===== src/rtl/pool_feeder.sv =====
// Window sequencer for the max-pooling comparator: walks KxK windows of a
// tile in RAM, streams each window to scmp and writes back its result.
module pool_feeder #(
  parameter int DW   = 16,
  parameter int AW   = 12,
  parameter int DIMW = 8
) (
  input  logic            clk,
  input  logic            rst,
  input  logic            start,
  input  logic [3:0]      kernel,
  input  logic [3:0]      stride,
  input  logic [DIMW-1:0] in_w,
  input  logic [DIMW-1:0] in_h,
  input  logic [AW-1:0]   in_base,
  input  logic [AW-1:0]   out_base,
  output logic            rd_en,
  output logic [AW-1:0]   rd_addr,
  input  logic [DW-1:0]   rd_data,
  output logic [DW-1:0]   data,
  output logic            data_valid,
  input  logic            data_ready,
  output logic            pool_valid,
  input  logic            cmp_ready,
  input  logic [DW-1:0]   result,
  output logic            wr_en,
  output logic [AW-1:0]   wr_addr,
  output logic [DW-1:0]   wr_data,
  output logic            busy,
  output logic            done,
  output logic            err
);

  localparam int CW = DIMW + 1;

  typedef enum logic [2:0] {
    S_IDLE, S_RD, S_LAT, S_SEND, S_DRAIN, S_WR, S_DONE
  } state_t;

  state_t          state_q, state_d;
  logic [3:0]      k_q, k_d, s_q, s_d;
  logic [3:0]      kx_q, kx_d, ky_q, ky_d;
  logic [DIMW-1:0] w_q, w_d, h_q, h_d;
  logic [DIMW-1:0] cx_q, cx_d, cy_q, cy_d;
  logic [AW-1:0]   ib_q, ib_d, ob_q, ob_d;
  logic [AW-1:0]   win_q, win_d;
  logic [DW-1:0]   data_q, data_d;
  logic [DW-1:0]   wd_q, wd_d;
  logic            err_q, err_d;

  logic            bad_cfg, kx_last, ky_last;
  logic            col_fits, row_fits;
  logic [DIMW-1:0] row, col;
  logic [AW-1:0]   rd_addr_c;

  assign kx_last = (kx_q == k_q - 4'd1);
  assign ky_last = (ky_q == k_q - 4'd1);
  assign row     = cy_q + DIMW'(ky_q);
  assign col     = cx_q + DIMW'(kx_q);
  assign rd_addr_c = ib_q + AW'(row) * AW'(w_q) + AW'(col);

  // Next window fits if its far edge stays inside the tile.
  assign col_fits = ({1'b0, cx_q} + CW'(s_q) + CW'(k_q)) <= {1'b0, w_q};
  assign row_fits = ({1'b0, cy_q} + CW'(s_q) + CW'(k_q)) <= {1'b0, h_q};

  assign bad_cfg = (kernel == 4'd0) || (stride == 4'd0) ||
                   (DIMW'(kernel) > in_w) || (DIMW'(kernel) > in_h);

  always_comb begin
    state_d    = state_q;
    k_d        = k_q;
    s_d        = s_q;
    w_d        = w_q;
    h_d        = h_q;
    ib_d       = ib_q;
    ob_d       = ob_q;
    kx_d       = kx_q;
    ky_d       = ky_q;
    cx_d       = cx_q;
    cy_d       = cy_q;
    win_d      = win_q;
    data_d     = data_q;
    wd_d       = wd_q;
    err_d      = err_q;
    rd_en      = 1'b0;
    data_valid = 1'b0;
    pool_valid = 1'b0;
    wr_en      = 1'b0;
    done       = 1'b0;
    unique case (state_q)
      S_IDLE: begin
        if (start) begin
          k_d     = kernel;
          s_d     = stride;
          w_d     = in_w;
          h_d     = in_h;
          ib_d    = in_base;
          ob_d    = out_base;
          kx_d    = '0;
          ky_d    = '0;
          cx_d    = '0;
          cy_d    = '0;
          win_d   = '0;
          err_d   = bad_cfg;
          state_d = bad_cfg ? S_DONE : S_RD;
        end
      end
      S_RD: begin
        rd_en   = 1'b1;
        state_d = S_LAT;
      end
      S_LAT: begin
        data_d  = rd_data;
        state_d = S_SEND;
      end
      S_SEND: begin
        data_valid = 1'b1;
        pool_valid = kx_last && ky_last;
        if (data_ready) begin
          if (kx_last && ky_last) begin
            kx_d    = '0;
            ky_d    = '0;
            state_d = S_DRAIN;
          end else if (kx_last) begin
            kx_d    = '0;
            ky_d    = ky_q + 4'd1;
            state_d = S_RD;
          end else begin
            kx_d    = kx_q + 4'd1;
            state_d = S_RD;
          end
        end
      end
      S_DRAIN: begin
        if (cmp_ready) begin
          wd_d    = result;
          state_d = S_WR;
        end
      end
      S_WR: begin
        wr_en = 1'b1;
        win_d = win_q + AW'(1);
        if (col_fits) begin
          cx_d    = cx_q + DIMW'(s_q);
          state_d = S_RD;
        end else if (row_fits) begin
          cx_d    = '0;
          cy_d    = cy_q + DIMW'(s_q);
          state_d = S_RD;
        end else begin
          state_d = S_DONE;
        end
      end
      S_DONE: begin
        done    = 1'b1;
        state_d = S_IDLE;
      end
      default: state_d = S_IDLE;
    endcase
  end

  assign busy    = (state_q != S_IDLE);
  assign rd_addr = rd_en ? rd_addr_c : '0;
  assign wr_addr = wr_en ? (ob_q + win_q) : '0;
  assign data    = data_q;
  assign wr_data = wd_q;
  assign err     = err_q;

  always_ff @(posedge clk) begin
    if (!rst) begin
      state_q <= S_IDLE;
      k_q     <= '0;
      s_q     <= '0;
      w_q     <= '0;
      h_q     <= '0;
      ib_q    <= '0;
      ob_q    <= '0;
      kx_q    <= '0;
      ky_q    <= '0;
      cx_q    <= '0;
      cy_q    <= '0;
      win_q   <= '0;
      data_q  <= '0;
      wd_q    <= '0;
      err_q   <= 1'b0;
    end else begin
      state_q <= state_d;
      k_q     <= k_d;
      s_q     <= s_d;
      w_q     <= w_d;
      h_q     <= h_d;
      ib_q    <= ib_d;
      ob_q    <= ob_d;
      kx_q    <= kx_d;
      ky_q    <= ky_d;
      cx_q    <= cx_d;
      cy_q    <= cy_d;
      win_q   <= win_d;
      data_q  <= data_d;
      wd_q    <= wd_d;
      err_q   <= err_d;
    end
  end

endmodule

===== config.mk =====
export PLATFORM = sky130hd
export DESIGN_NAME = pool_feeder
export DESIGN_NICKNAME = d
export VERILOG_FILES = /design/src/rtl/pool_feeder.sv
export SDC_FILE = /design/constraint.sdc
export NUM_CORES = 1
export LEC_CHECK = 0
export CAP_MARGIN = 0
export CORE_ASPECT_RATIO = 0.6
export CORE_MARGIN = 1.5
export CORE_UTILIZATION = 60
export CTS_CLUSTER_SIZE = 28
export DETAILED_ROUTE_END_ITERATION = 6
export PLACE_DENSITY_LB_ADDON = 0.1
export SYNTH_ARGS = -nofsm -noshare
export SYNTH_HDL_FRONTEND = slang
export SYNTH_SLANG_ARGS = --single-unit

===== constraint.sdc =====
create_clock -name clk -period 12.9 [get_ports clk]
set_input_delay 2.58 -clock clk [delete_from_list [all_inputs] [get_ports clk]]
set_output_delay 2.58 -clock clk [all_outputs]
set_load 0.02 [all_outputs]

; Word level (Yosys, flattened, before mapping)
; Index checks and enable logic that the tools add are counted.
[totals]
reg_bits = 120
wordCells = 101
output_inout_bits = 63
[op_classes]
n_lt_le_gt_ge = 4
multipliers = 1
n_reduce_logical = 18
n_addsub = 15
muxes = 33
eq_ne = 15
[ops]
columns = operator, n
row1 = 8-bit two-way mux, 5
row2 = 12-bit two-way mux, 3
row3 = 8-bit by 4-bit adder with 8-bit output, 4
row4 = 8-bit case mux with 2 select lines, 2
row5 = 4-bit two-way mux, 7
row6 = 12-bit adder, 2
row7 = 12-bit case mux with 2 select lines, 1
row8 = 3-bit two-way mux, 7
row9 = 8-bit by 4-bit adder with 9-bit output, 2
row10 = 9-bit by 4-bit adder with 9-bit output, 2
row11 = 9-bit by 8-bit less-or-equal comparator with 1-bit output, 2
row12 = 3-bit case mux with 6 select lines, 1
row13 = 4-bit by 8-bit greater-than comparator with 1-bit output, 2
row14 = 4-bit case mux with 2 select lines, 2
row15 = 12-bit by 1-bit adder with 12-bit output (second input constant), 1
row16 = 12-bit by 8-bit adder with 12-bit output, 1
row17 = 8-bit by 8-bit multiplier with 12-bit output, 1
row18 = 2-bit inequality test (second input constant), 5
row19 = 3-bit equality test (second input constant), 3
row20 = 3-bit AND reduction, 3
row21 = 4-bit by 1-bit adder with 4-bit output (second input constant), 2
row22 = 4-bit equality test, 2
row23 = 4-bit zero test, 2
row24 = 4-bit AND reduction, 2
row25 = 11 further kinds, 22

; Logic depth before layout (Yosys ltp)
[depth]
word_depth = 7
ltp_mapped = 24
mapped_depth_nobuf = 24

; Worst setup path after synthesis
; No wires, ideal clock.
[synth_timing]
path_kind = register -> output
from = register ky_q[0]
to = output port rd_addr[11]
n_path_buf = 0
stages_incl_launch_ff = 25
slack_ps = 4558
required_time_ps = 10320
arrival_ps = 5762
path_cell_list = dfxtp_1 ha_1 inv_1 fa_1 nor2b_1 o21a_1 xor2_1 nand2_1 fa_1 inv_1 fa_1 inv_1 fa_1 inv_1 fa_1 inv_1 fa_1 inv_1 ha_1 o2111ai_1 nand4_1 a31o_2 a21oi_1 xnor2_1 nor2_1
[synth_between]
elab_chain_len = 5
[synth_rtl]
columns = element, line
row1 = start: declaration, 42  ; logic [3:0] kx_q, kx_d, ky_q, ky_d;
row2 = start signal: assignment, 195  ; ky_q <= ky_d;
row3 = 8-bit by 4-bit adder with 8-bit output, 58  ; assign row = cy_q + DIMW'(ky_q);
row4 = 8-bit by 8-bit multiplier with 12-bit output, 60  ; assign rd_addr_c = ib_q + AW'(row) * AW'(w_q) + AW'(col);
row5 = 12-bit adder, 60
row6 = 12-bit by 8-bit adder with 12-bit output, 60
row7 = 12-bit two-way mux, 163  ; assign rd_addr = rd_en ? rd_addr_c : '0;
row8 = end: declaration, 18  ; output logic [AW-1:0] rd_addr,
; Every way passes these cells.

; Worst setup path after layout
[layout_timing]
from = register ky_q[0]
to = output port rd_addr[8]
; The elaborated chain is that of the path after synthesis.

==> flow_summary.yaml <==
worst_setup_path:
  worstPathCellList: "ha_1 > inv_1 > fa_1 > nor2b_1 > o22ai_1 > xnor2_1 > nand2_1 > fa_1 > inv_1 > fa_1 > ha_1 > fa_1 > inv_1 > fa_1 > inv_1 > ha_1 > inv_1 > o21bai_1 > a2111oi_0 > nor2_1 > xor2_1 > and2_1 > clkdlybuf4s50_1"
  critical-path-top-delay-family: "adder cells"
  crit_buf_inv: 6
  worst_path_max_delay_cell: "clkdlybuf4s50_1"
  cp-end-kind: "output pin"
  critPathMaxStageDelay_ns: 0.59
  required_ns: 10.32
  startpoint_type: "flop"
  path_max_fanout: 7
  crit_arrival_ns: 7.16
  path_class: "reg2out"
power:
  pwr-share-clk_pct: 38.5
  switching_power_uw: 422
  p_leak_uw: 0.00511
  internal-power_uw: 849
  combinationalPowerShare_pct: 27.0
  swShare_pct: 33.2
  p_per_area_nw_per_um2: 109
  peakVddDrop_mv: 0.0708
  power_frac_seq_pct: 34.5
sta:
  hold_violations: 0
  tightest_slew_ns: 1.02
  fin_ws_ns: 3.16
  fin_crit_sh_pct: 75.5
  period_needed_ns: 9.74
  fin_worst_skew_ns: 0.0125
  setup_viol: 0
  rsz0062_at_grt: "no"
  relSlewSlack_pct: 31.4
  maxSlewViolCount: 0
  max_freq_ghz: 0.103
  tns_ns: 0
die:
  die_y_um: 100
  die_area_um2: 16500
  coreArea_um2: 15300
  io-pin-count: 148
  die_w_um: 165
  start_util_pct: 61.4
  rows: 35
clock_tree:
  clk_pin_slew_worst_paths_ns: 0.06
  post_cts_buffers: 0
  hold_buffers: 0
  cts_tree: "done"
  cts_buffers: 17
  clk_latency_ns: 0.42
  cts_sinks: 120
  cts_buffer_depth: 2
  post_cts_resized: 0
  htree_levels: 4
  root_buffer: "clkbuf_16"
detailed_routing:
  wl_mm: 24.2
  dr.pass1.iters: 6
  vias_per_cell: 5.59
  wire_per_inst_um: 16.2
  antenna_left: 0
  drc: 0
  num_vias: 8341
  drtIter0Drc: 629
logic_synthesis:
  synth_area_um2: 9410
  synth_flop_cell: "dfxtp_1"
  synth_nets: 1389
  synthArstFlopShare_pct: 0
  synth_cell_types: 63
  netlist_instances: 1148
  ys_seq_elements: 120
  seq_area_frac_synth_pct: 25.5
  yosysWarnings: 0
  synth_edf_count: 0
  synth.avg_cell_area_um2: 8.19
outcome:
  status: "completed"
final_layout:
  layout_commonest_cell: "nand2_1"
  num-fill-cells: 1173
  syn_to_final_growth_pct: 23.4
  antenna_cells: 0
  drive_gt1_share_pct: 4.11
  layout_common_cells: "211 x nand2_1, 147 x clkdlybuf4s50_1, 120 x a21oi_1, 120 x dfxtp_1, 105 x inv_1"
  fin_nets: 1518
grt:
  grt_pass1_wl_mm: 39.0
  globalRouteOverflowTotal: 0
  grt_pass1_vias: 7876
  grtUsageTotal_pct: 30.3
  grt_max_degree: 55
  antenna_found_initial: 0
flow_run:
  maxCapViolCount: 0
place:
  dp_slack_ns: 3.66
  gp_congestion: 0.856
  place_hpwl_mm: 18.1
  io_buffers: 147
min_path:
  min_path_type: "reg2reg"
## stage by stage
stage          power, uW  hold WS [ns]  util [%]  instance area, um^2  std cells
2_1_floorplan        661         0.436         -                 9410       1148
3_3_place_gp         772         0.442      71.8                11000       1461
3_5_place_dp         781         0.446      71.8                11000       1461
4_1_cts             1270         0.454      75.7                11600       1492
5_1_grt             1330         0.466      75.7                11600       1492
6_report            1270         0.454      75.7                11600       1492
## cell type report
class,instances,area [um^2],area share (%)
clock inverter,14,174,1.50
timing repair buffer,151,1500,12.9
tap,203,254,2.19
inverter,107,402,3.46
sequential,120,2400,20.7
clock buffer,17,425,3.67
multi-input combinational,880,6440,55.5
## flip-flops by register name (all words and copies together) (netlist names)
register  cells
cy_q          8
ob_q         12
state_q       3
w_q           8
ky_q          4
win_q        12
wr_data      16
k_q           4
err           1
s_q           4
cx_q          8
kx_q          4
h_q           8
data         16
ib_q         12
## worst reg2reg max path, cell delays in order, from the launching register on
cell and delay (ns):
dfxtp_1 0.61, fa_1 0.54, ha_1 0.27, fa_1 0.43, a21o_1 0.21, a21oi_1 0.21
xnor2_1 0.12, ha_1 0.33, o21a_1 0.13, o21ai_0 0.08, a311oi_1 0.72, nor3_4 0.16
o22ai_2 0.53, nand2_1 0.28, nor2_1 0.15
## metal layers
metal	vias up	global-route usage [%]	routed length, um
met5	-	0	0
met4	0	5.96	202
met3	23	5.29	2120
met2	327	46.6	10300
met1	3898	44.7	11500
li1	4093	-	-
## synthesized netlist by cell type, drive strengths merged, types with 4 or more instances
master	n	area, um^2
nand2	212	796
a21oi	121	609
dfxtp	120	2400
inv	106	398
ha	95	1190
nor2	88	330
fa	61	1220
clkbuf	36	135
xnor2	31	272
and2	28	175
xor2	28	245
o21ai	25	125
a21o	16	120
nand3	16	80.1
nor3	16	91.3
nor2b	12	75.1
o21a	12	90.1
and3	8	50.1
nand2b	8	50.1
nand4	8	50.1
a22oi	7	52.6
a211oi	6	45.0
mux2i	6	60.1
o31ai	6	50.1
buf	5	31.3
nor4	5	31.3
or2	5	31.3
xnor3	5	113
a311oi	4	35.0
a31oi	4	25.0
o211ai	4	35.0
o21bai	4	30.0
or3	4	25.0
## power groups by stage
stage          Combinational [uW]  Sequential (uW)  Clock [uW]
3_5_place_dp                  336              445           0
4_1_cts                       341              437         492
2_1_floorplan                 225              437           0
5_1_grt                       379              443         508
3_3_place_gp                  328              444           0
6_report                      343              439         489
## cell families after synthesis
logic type,Yosys count,share of synthesized area (%)
adder cells (fa/ha/maj),156,25.6
buffers and inverters,148,6.04
multiplexers,8,0.878
AO/OA/AOI/OAI,230,15.1
flip-flops,120,25.5
AND/OR/NAND/NOR,421,19.9
XOR/XNOR,65,6.94
## worst paths after layout
| path | depth (start not counted) | start | slack, ns | to |
|---|---|---|---|---|
| min reg2reg | 2 | h_q[1]$_SDFFE_PN0P_ | 0.45 | h_q[1]$_SDFFE_PN0P_ |
| max | 23 | ky_q[0]$_SDFFE_PN0P_ | 3.16 | rd_addr[8] |
| min | 2 | h_q[1]$_SDFFE_PN0P_ | 0.45 | h_q[1]$_SDFFE_PN0P_ |
| max reg2reg | 14 | s_q[1]$_SDFFE_PN0P_ | 8.08 | cx_q[4]$_SDFFE_PN0P_ |
Note: power is estimated with default switching activity, not from simulation.
